### config.mk
export PLATFORM = sky130hd
export DESIGN_NAME = brick_field_flat
export DESIGN_NICKNAME = d
export VERILOG_FILES = /design/src/rtl/brick_pkg.sv /design/src/rtl/brick_field_if.sv /design/src/rtl/brick_pattern.sv /design/src/rtl/brick_field.sv /design/src/flat_wrapper.sv
export SDC_FILE = /design/constraint.sdc
export NUM_CORES = 1
export LEC_CHECK = 0
export BUFFER_PORTS_ARGS = -buffer_cell sky130_fd_sc_hd__buf_4
export CORE_MARGIN = 2
export CORE_UTILIZATION = 65
export DETAILED_ROUTE_END_ITERATION = 12
export PLACE_DENSITY = 0.91
export SYNTH_ARGS = -nofsm -noshare
export SYNTH_HDL_FRONTEND = slang
export SYNTH_SLANG_ARGS = --single-unit
### constraint.sdc
create_clock -name clk -period 10.4 [get_ports clk]
set_clock_uncertainty 0.15 [all_clocks]
set_input_delay 1.04 -clock clk [delete_from_list [all_inputs] [get_ports clk]]
set_output_delay 1.04 -clock clk [all_outputs]
set_load 0.01 [all_outputs]
### src/rtl/brick_pkg.sv
// rtl/brick_pkg.sv - shared constants, types and helpers for the brick field store
//
// Contents:
//   DEF_ROWS / DEF_COLS  default field geometry
//   game_state_e         state manager encodings (ST_LOAD..ST_FLY)
//   count_width()        width of a brick counter for a given geometry
//   BASE_ROWS            populated rows at level 0
//   row_pat_e            kind of row pattern a level produces
//   populated_rows()     number of populated rows for a level
package brick_pkg;

  localparam int DEF_ROWS = 8;
  localparam int DEF_COLS = 16;

  typedef enum logic [2:0] {
    ST_LOAD = 3'd0,
    ST_INIT = 3'd1,
    ST_WAIT = 3'd2,
    ST_FLY  = 3'd3
  } game_state_e;

  // Counter must hold every cell being a brick, hence the +1.
  function automatic int count_width(input int rows, input int cols);
    return $clog2(rows * cols + 1);
  endfunction

  localparam int DEF_CNT_W = count_width(DEF_ROWS, DEF_COLS);

  // Level 0 populates this many rows; each level adds one more.
  localparam int BASE_ROWS = 2;

  typedef enum logic {
    PAT_FULL    = 1'b0,  // even level: solid rows
    PAT_CHECKER = 1'b1   // odd level: bricks where (row+col) is even
  } row_pat_e;

  function automatic int populated_rows(input logic [2:0] level, input int rows);
    int depth;
    depth = BASE_ROWS + int'(level);
    return (depth < rows) ? depth : rows;
  endfunction

endpackage

### src/rtl/brick_field_if.sv
// rtl/brick_field_if.sv - signal bundle between the brick field and its neighbours
//
// master: state manager / ball engine / renderer side (drives state, level,
//         queries and display address).
// slave:  brick_field side (drives hit response, display data, busy, count, win).
//   state    3            game state (0 load, 1 init, 2 wait, 3 fly)
//   level    3            current level
//   q_valid  1            collision query strobe
//   q_row    $clog2(ROWS) query row
//   q_col    $clog2(COLS) query column
//   hit_valid/hit         query response
//   d_row/d_col/d_brick   display read port
//   busy     1            pattern load in progress
//   count    cnt width    bricks remaining
//   win      1            field cleared
interface brick_field_if
  import brick_pkg::*;
#(
  parameter int ROWS = DEF_ROWS,
  parameter int COLS = DEF_COLS
);

  localparam int RW = $clog2(ROWS);
  localparam int CW = $clog2(COLS);
  localparam int NW = count_width(ROWS, COLS);

  logic [2:0]    state;
  logic [2:0]    level;
  logic          q_valid;
  logic [RW-1:0] q_row;
  logic [CW-1:0] q_col;
  logic          hit_valid;
  logic          hit;
  logic [RW-1:0] d_row;
  logic [CW-1:0] d_col;
  logic          d_brick;
  logic          busy;
  logic [NW-1:0] count;
  logic          win;

  modport master (
    output state, level, q_valid, q_row, q_col, d_row, d_col,
    input  hit_valid, hit, d_brick, busy, count, win
  );

  modport slave (
    input  state, level, q_valid, q_row, q_col, d_row, d_col,
    output hit_valid, hit, d_brick, busy, count, win
  );

endinterface

### src/rtl/brick_pattern.sv
// rtl/brick_pattern.sv - combinational brick pattern for one row of a level
//
// Ports:
//   i_level    in  3            current level
//   i_row      in  $clog2(ROWS) row being generated
//   o_pattern  out COLS         brick bits for that row, bit c = column c
module brick_pattern
  import brick_pkg::*;
#(
  parameter int ROWS = DEF_ROWS,
  parameter int COLS = DEF_COLS,
  parameter int RW   = $clog2(ROWS)
) (
  input  logic [2:0]      i_level,
  input  logic [RW-1:0]   i_row,
  output logic [COLS-1:0] o_pattern
);

  row_pat_e w_kind;
  logic     w_populated;

  assign w_kind      = i_level[0] ? PAT_CHECKER : PAT_FULL;
  assign w_populated = int'(i_row) < populated_rows(i_level, ROWS);

  always_comb begin
    o_pattern = '0;
    if (w_populated) begin
      for (int c = 0; c < COLS; c++) begin
        if (w_kind == PAT_FULL) begin
          o_pattern[c] = 1'b1;
        end else begin
          o_pattern[c] = ((int'(i_row) + c) % 2) == 0;
        end
      end
    end
  end

endmodule

### src/rtl/brick_field.sv
// rtl/brick_field.sv - brick map store: level load, collision queries, win detect
//
// Ports:
//   clk   in  clock
//   rst   in  asynchronous active-low reset
//   bus   brick_field_if.slave (see rtl/brick_field_if.sv)
//
// Optional feature: BRICK_HARD_EN - row 0 bricks take two hits; a per-cell
// hit-point bit is kept and the first hit only consumes it.
module brick_field
  import brick_pkg::*;
#(
  parameter int ROWS = DEF_ROWS,
  parameter int COLS = DEF_COLS
) (
  input  logic         clk,
  input  logic         rst,
  brick_field_if.slave bus
);

  localparam int RW = $clog2(ROWS);
  localparam int NW = count_width(ROWS, COLS);

  logic [ROWS-1:0][COLS-1:0] r_field;
  logic [RW-1:0]             r_ptr;
  logic                      r_busy;
  logic [NW-1:0]             r_count;
  logic                      r_win;
  logic                      r_hit_valid;
  logic                      r_hit;
  logic                      r_d_brick;

  logic [COLS-1:0] w_pattern;
  logic [NW-1:0]   w_row_pop;
  logic            w_load_start;
  logic            w_q_ok;
  logic            w_cell;
  logic            w_clear;

  brick_pattern #(
    .ROWS (ROWS),
    .COLS (COLS)
  ) u_pattern (
    .i_level   (bus.level),
    .i_row     (r_ptr),
    .o_pattern (w_pattern)
  );

  always_comb begin
    w_row_pop = '0;
    for (int c = 0; c < COLS; c++) begin
      w_row_pop = w_row_pop + NW'(w_pattern[c]);
    end
  end

  assign w_load_start = (bus.state == ST_INIT);
  // A query landing on the load-start edge is treated like one during busy:
  // the field is about to be overwritten, so it must not score.
  assign w_q_ok = bus.q_valid & ~r_busy & ~w_load_start;
  assign w_cell = r_field[bus.q_row][bus.q_col];

`ifdef BRICK_HARD_EN
  logic [ROWS-1:0][COLS-1:0] r_hp;
  logic                      w_hp;
  logic                      w_soften;

  assign w_hp     = r_hp[bus.q_row][bus.q_col];
  assign w_clear  = w_q_ok & w_cell & ~w_hp;
  assign w_soften = w_q_ok & w_cell & w_hp;
`else
  assign w_clear = w_q_ok & w_cell;
`endif

  always_ff @(posedge clk or negedge rst) begin
    if (!rst) begin
      r_field     <= '0;
      r_ptr       <= '0;
      r_busy      <= 1'b0;
      r_count     <= '0;
      r_win       <= 1'b0;
      r_hit_valid <= 1'b0;
      r_hit       <= 1'b0;
      r_d_brick   <= 1'b0;
`ifdef BRICK_HARD_EN
      r_hp        <= '0;
`endif
    end else begin
      r_hit_valid <= bus.q_valid;
      r_hit       <= w_q_ok & w_cell;
      // Non-blocking read: a same-cycle clear is not yet visible here.
      r_d_brick   <= r_field[bus.d_row][bus.d_col];

      if (w_load_start) begin
        r_busy  <= 1'b1;
        r_count <= '0;
        r_ptr   <= '0;
        r_win   <= 1'b0;
      end else if (r_busy) begin
        r_field[r_ptr] <= w_pattern;
`ifdef BRICK_HARD_EN
        r_hp[r_ptr]    <= (r_ptr == '0) ? w_pattern : '0;
`endif
        r_count <= r_count + w_row_pop;
        if (r_ptr == RW'(ROWS - 1)) begin
          r_busy <= 1'b0;
        end else begin
          r_ptr <= r_ptr + RW'(1);
        end
      end else if (w_clear) begin
        r_field[bus.q_row][bus.q_col] <= 1'b0;
        r_count <= r_count - NW'(1);
        if (r_count == NW'(1)) begin
          r_win <= 1'b1;
        end
      end
`ifdef BRICK_HARD_EN
      else if (w_soften) begin
        r_hp[bus.q_row][bus.q_col] <= 1'b0;
      end
`endif
    end
  end

  assign bus.hit_valid = r_hit_valid;
  assign bus.hit       = r_hit;
  assign bus.d_brick   = r_d_brick;
  assign bus.busy      = r_busy;
  assign bus.count     = r_count;
  assign bus.win       = r_win;

endmodule

### src/flat_wrapper.sv
// flat-port wrapper written by rule: the top's interface ports become plain ports
module brick_field_flat import brick_pkg::*;
#(
  parameter int ROWS = DEF_ROWS,
  parameter int COLS = DEF_COLS
)
  (clk, rst, bus_state, bus_level, bus_q_valid, bus_q_row, bus_q_col, bus_d_row, bus_d_col, bus_hit_valid, bus_hit, bus_d_brick, bus_busy, bus_count, bus_win);
  brick_field_if #(.ROWS(ROWS), .COLS(COLS)) bus_i ();
  input  logic clk;
  input  logic rst;
  input wire logic [$bits(bus_i.state)-1:0] bus_state;
  input wire logic [$bits(bus_i.level)-1:0] bus_level;
  input wire logic [$bits(bus_i.q_valid)-1:0] bus_q_valid;
  input wire logic [$bits(bus_i.q_row)-1:0] bus_q_row;
  input wire logic [$bits(bus_i.q_col)-1:0] bus_q_col;
  input wire logic [$bits(bus_i.d_row)-1:0] bus_d_row;
  input wire logic [$bits(bus_i.d_col)-1:0] bus_d_col;
  output wire logic [$bits(bus_i.hit_valid)-1:0] bus_hit_valid;
  output wire logic [$bits(bus_i.hit)-1:0] bus_hit;
  output wire logic [$bits(bus_i.d_brick)-1:0] bus_d_brick;
  output wire logic [$bits(bus_i.busy)-1:0] bus_busy;
  output wire logic [$bits(bus_i.count)-1:0] bus_count;
  output wire logic [$bits(bus_i.win)-1:0] bus_win;
  assign bus_i.state = bus_state;
  assign bus_i.level = bus_level;
  assign bus_i.q_valid = bus_q_valid;
  assign bus_i.q_row = bus_q_row;
  assign bus_i.q_col = bus_q_col;
  assign bus_i.d_row = bus_d_row;
  assign bus_i.d_col = bus_d_col;
  assign bus_hit_valid = bus_i.hit_valid;
  assign bus_hit = bus_i.hit;
  assign bus_d_brick = bus_i.d_brick;
  assign bus_busy = bus_i.busy;
  assign bus_count = bus_i.count;
  assign bus_win = bus_i.win;
  brick_field #(.ROWS(ROWS), .COLS(COLS)) u_core (.clk(clk), .rst(rst), .bus(bus_i));
endmodule
After elaboration in Yosys (flattened, before gate mapping)
Cells that the tools add are included.
Word-level totals
  flip-flop bits (word level): 144
  output and inout port bits: 13
Cells by class
  add/subtract/negate cells: 34
  order comparisons: 10
  equality and inequality tests: 5
  multiplexer cells: 49
  bitwise logic cells: 22
  reduce and logical (&&, ||, !) cells: 27
Operators with widths (number)
  $logic_not 32->1: 16
  $mux 128: 2
  $and 128x128->128: 1
  $bwmux 128: 1
  $not 128->128: 1
  $add 8x1->8: 14
  $bmux 16 s3: 2
  $demux 16 s3: 2
  $mux 16: 5
  $mux 1: 27
  $mux 8: 3
  $add 1x1->1 const B: 15
  $and 1x1->1 const A: 15
  $lt 3x4->1 const B: 3
  $lt 4x5->1 const B: 2
  $mux 3: 3
  $add 8x8->8: 1
  $bmux 1 s4: 2
  $eq 8x1->1 const B: 1
  $reduce_bool 2->1: 4
  $sub 8x1->8 const B: 1
  $ge 3x1->1 const B: 2
  $add 2x3->4 const A: 1
  $demux 1 s4: 1
  16 further kinds: 22

Longest topological paths before layout
  word-level depth: 23
  depth in mapped cells: 21
  gate-level depth less buffers: 20

Modules after synthesis
Synthesis repeated with hierarchy kept, for this count alone.
Unflattened totals
  cell total of the unflattened synthesis: 1278
  area, all modules: 10939.2 µm²
By module, submodules not included
  brick_field: instances 1, cells an instance 1249, area an instance 10730.3 µm², sequential area each 3603.5 µm²
  brick_pattern: instances 1, cells an instance 29, area an instance 209.0 µm², sequential area each 0.0 µm²

Least setup slack after synthesis
Ideal clock, no wire load.
  kind: input-to-reg
  from: input port bus_level[1]
  to: register u_core.r_count[6] (netlist: u_core.bus.count[6])
  data arrival time: 5122 ps
  required time: 10149 ps
  path slack: 5027 ps
  cell stages on the path: 19
  buffers on the path: 1
  cells stage by stage: ha_1 -> or2_2 -> ha_1 -> a21o_1 -> a21oi_1 -> or2_2 -> nand2_1 -> clkbuf_1 -> fa_1 -> inv_1 -> ha_1 -> ha_1 -> a21o_1 -> a21oi_1 -> nor2b_1 -> o21ai_0 -> o21ai_0 -> and3_1 -> nor4_1
Between the ends
  word-level cells in the longest chain between the ends: 23
RTL lines
  start, declared: line flat_wrapper.sv:12  | input wire logic [$bits(bus_i.level)-1:0] bus_level;
  $add 2x3->4 (*): line brick_pkg.sv:39  | depth = BASE_ROWS + int'(level);
  $lt 4x4->1: line brick_pkg.sv:40  | return (depth < rows) ? depth : rows;
  $mux 4 (*): line brick_pkg.sv:40
  $lt 3x4->1 (*): line brick_pattern.sv:23  | assign w_populated = int'(i_row) < populated_rows(i_level, ROWS);
  $mux 16 (*): line brick_pattern.sv:27  | if (w_populated) begin
  $add 1x1->2: line brick_field.sv:52  | w_row_pop = w_row_pop + NW'(w_pattern[c]);
  $add 8x1->8 (13 in a row): line brick_field.sv:52
  $add 8x1->8 (*): line brick_field.sv:52
  $add 8x8->8 (*): line brick_field.sv:103  | r_count <= r_count + w_row_pop;
  $mux 8 (*): line brick_field.sv:98  | end else if (r_busy) begin
  $mux 8 (*): line brick_field.sv:93  | if (w_load_start) begin
  end signal, assigned: line brick_field.sv:103
  end signal, assigned: line brick_field.sv:111  | r_count <= r_count - NW'(1);
  end, declared: line brick_field.sv:27  | logic [NW-1:0] r_count;
Every way passes the cells marked *; elsewhere a longest branch is shown, timed or not.
A chain may end at the register's enable or synchronous reset.

Final worst setup path
  from: input port bus_level[1]
  to: register u_core.r_count[7] (netlist: u_core.bus.count[7])
The elaborated chain is that of the path after synthesis.

==> impl_metrics.json <==
{
  "synth_fa_ha_area_share_pct": 2.733,
  "syn_to_final_growth_pct": 9.256,
  "drt_pass1_iterations": 6,
  "ys_types": 66,
  "grt_pass1_vias": 7881,
  "place_area_um2": 9500,
  "worst_slack_ns": 4.947,
  "ys_warn_count": 0,
  "core_area_um2": 13880,
  "syn_area_um2": 9246,
  "slew_viol_final": 0,
  "maxCapViolCount": 0,
  "die_h_um": 123.3,
  "wl_per_cell_um": 26.52,
  "layout-drive-gt1-share_pct": 18.29,
  "final_nets": 904,
  "dpl.cell_count": 1023,
  "synth_xor_area_share_pct": 0.7578,
  "pre_cts_slack_ns": 4.556,
  "dieArea_um2": 15200,
  "synth_top_family_by_area": "compound AO/OA/AOI/OAI gates",
  "hold_class": "flip-flop to flip-flop",
  "setup_tns_ns": 0,
  "cts.sinks": 144,
  "worst_r2r_path_depth": 17,
  "start_kind": "input pin",
  "async_flop_share_pct": 100.0,
  "synth_edf_count": 0,
  "max_slew_margin_pct": 12.56,
  "cts_buffers": 17,
  "drt-initial-drc-count": 1629,
  "synth_compound_area_share_pct": 29.88,
  "placementRows": 43,
  "die_x_um": 123.3,
  "rr_startpoint": "u_core.r_ptr[1]$_DFFE_PN0P_",
  "clock_path_buffers": 2,
  "cts_tree": "yes",
  "drt_wl_total_mm": 27.98,
  "fin_area_um2": 10100,
  "diodes": 0,
  "status": "complete, no violations",
  "ys_ff_latch": 144,
  "htree_levels": 4,
  "initial_utilization_pct": 66.61,
  "hold_violations": 0,
  "grt-ovfl-total": 0,
  "vias": 8246,
  "crit_fanout": 20,
  "synth_ff_type": "dfrtp_1",
  "drtAntennaViolNets": 0,
  "drc_errors": 0,
  "holdPathStages": 2,
  "hold-path-endpoint": "u_core.bus.win$_DFFE_PN0P_",
  "synth-simple-area-share_pct": 8.539,
  "root_buffer": "clkbuf_16",
  "synth_cells": 864,
  "yosysSeqAreaShare_pct": 38.97,
  "fmax_mhz": 183.4,
  "finalPower_w": 0.003186,
  "postCtsHoldBufs": 0,
  "grt.total_usage_pct": 38.43,
  "gp_congestion": 1.056,
  "r2r_end": "u_core.bus.count[7]$_DFFE_PN0P_",
  "clk_pin_slew_ns": 0.06,
  "ff2ff_setup_slack_ns": 5.56,
  "cts_resized": 0,
  "stdcell_count": 1055,
  "critPathRequiredTime_ns": 10.58,
  "setup_viol": 0,
  "antenna_found_initial": 0,
  "critPathKind": "input pin to flip-flop",
  "grt_max_degree": 86,
  "dp_hpwl_mm": 18.23,
  "numPortBuffers": 35,
  "hold_start": "u_core.bus.win$_DFFE_PN0P_",
  "vdd_drop_max_uv": 281.9,
  "num_io_pins": 36,
  "crit_path_end_kind": "flip-flop",
  "post_cts_buffers": 0,
  "timing.final.crit_share_pct": 52.43,
  "insertion_delay_ns": 0.43,
  "muxShareOfSynthArea_pct": 14.88,
  "avgSynthCellArea_um2": 10.70,
  "post-route-min-period_ns": 5.453,
  "arrival_ns": 5.63,
  "power_density_nw_per_um2": 315.3,
  "synth_fp_nets": 906,
  "worstMarginPinSlew_ns": 1.307,
  "grt_pass1_wl_mm": 43.53,
  "rsz0062_at_grt": "no",
  "post_drt_via_cell_ratio": 7.816,
  "p_leak_nw": 4.268
}
worst max-delay path: stages:
cell      delay [ns]
buf_4           0.11
ha_1            0.19
or2_2           0.30
ha_1            0.28
a21o_1          0.10
a21oi_1         0.05
or2_2           0.29
nand2_1         0.73
ha_1            0.34
xor2_1          0.18
ha_1            0.26
ha_1            0.23
fa_1            0.42
a21oi_1         0.20
nor2b_1         0.07
o21ai_0         0.21
o21ai_0         0.19
nand3_1         0.12
o211ai_1        0.10
a311oi_1        0.22
how the worst max path moves through the flow:
stage          cells after the start                              end  slack, ns          from
6_report                          20  u_core.bus.count[7]$_DFFE_PN0P_       4.95  bus_level[1]
3_3_place_gp                      19  u_core.bus.count[7]$_DFFE_PN0P_       4.72  bus_level[1]
5_1_grt                           20  u_core.bus.count[7]$_DFFE_PN0P_       4.69  bus_level[1]
3_5_place_dp                      20  u_core.bus.count[7]$_DFFE_PN0P_       4.56  bus_level[1]
4_1_cts                           20  u_core.bus.count[7]$_DFFE_PN0P_       5.01  bus_level[1]
2_1_floorplan                     19  u_core.bus.count[6]$_DFFE_PN0P_       5.03  bus_level[1]
power by group:
group / total (W) / internal [W] / leakage (nW) / switching (W)
combinational: 0.00142 / 0.000723 / 2.20 / 0.000700
sequential: 0.00113 / 0.000833 / 1.77 / 0.000300
clock: 0.000630 / 0.000384 / 0.295 / 0.000246
cell usage in the layout (no fill, tap or decap), drive strengths merged, types with 11 or more instances in the layout:
cell type,n
a21oi,144
dfrtp,144
o22a,128
nor2,51
buf,45
mux4,42
mux2i,34
nand2,28
clkbuf,23
inv,21
a211oi,21
ha,17
o22ai,16
nand2b,14
o21ai,14
nor3,13
nand3,11
Yosys cell counts, drive strengths merged, types with 3 or more instances:
master | instances | area share (%)
nand3 | 11 | 0.60
xnor2 | 5 | 0.47
xor2 | 3 | 0.28
mux2i | 34 | 3.7
a21oi | 144 | 7.8
or3 | 4 | 0.27
dfrtp | 144 | 39
nor3 | 13 | 0.93
nor4 | 3 | 0.20
inv | 20 | 0.81
ha | 17 | 2.3
o22ai | 16 | 1.1
a311oi | 3 | 0.28
nor2b | 10 | 0.68
a211oi | 21 | 3.5
a22oi | 4 | 0.32
mux4 | 42 | 10
nand2b | 14 | 0.95
nor2 | 51 | 2.2
o21ai | 14 | 0.76
o22a | 128 | 12
buf | 24 | 1.7
nand2 | 28 | 1.1
a22o | 4 | 0.38
a221oi | 5 | 0.47
o32ai | 9 | 0.85
o21bai | 4 | 0.37
mux2 | 8 | 0.97
clkbuf | 42 | 1.7
or2 | 7 | 0.47
and3 | 4 | 0.27
nor4b | 3 | 0.45
registers in the layout (all words and copies together), names as in the netlist:
register / count
u_core.r_ptr: 3
u_core.bus.hit_valid: 1
u_core.bus.d_brick: 1
u_core.bus.busy: 1
u_core.bus.hit: 1
u_core.bus.win: 1
u_core.r_field: 128
u_core.bus.count: 8
metrics by stage:
stage | hold WS (ns) | util, %
after floorplan | 0.3405 | -
after global placement | 0.3231 | 68.44
after detailed placement | 0.3337 | 68.44
after CTS | 0.3531 | 72.78
after global routing | 0.3929 | 72.78
final | 0.3433 | 72.78
metal layers:
metal  track usage [%]  vias to the layer above  routed length (um)  part of all wire [%]
li1                  -                     3368                   -                     -
met1             52.03                     3987               10370                    37
met2             55.70                      731               12430                    44
met3             12.64                      160                3766                    13
met4             19.11                        0                1416                   5.1
met5                 0                        -                   0                     0
area by class of cell:
type	instances	area, um2
sequential	144	3607
fill	927	3779
tap	180	225.2
multi-input combinational	634	5251
timing repair buffer	45	341.6
clock buffer	23	498.0
inverter	20	75.07
clock inverter	9	103.9
kinds of logic after synthesis:
| kind of cell | Yosys count |
|---|---|
| simple gates | 153 |
| mux | 84 |
| xor+xnor | 8 |
| fa+ha+maj | 19 |
| buf+inv | 86 |
| flops | 144 |
| compound gates | 370 |
(Power assumes the default switching activity.)
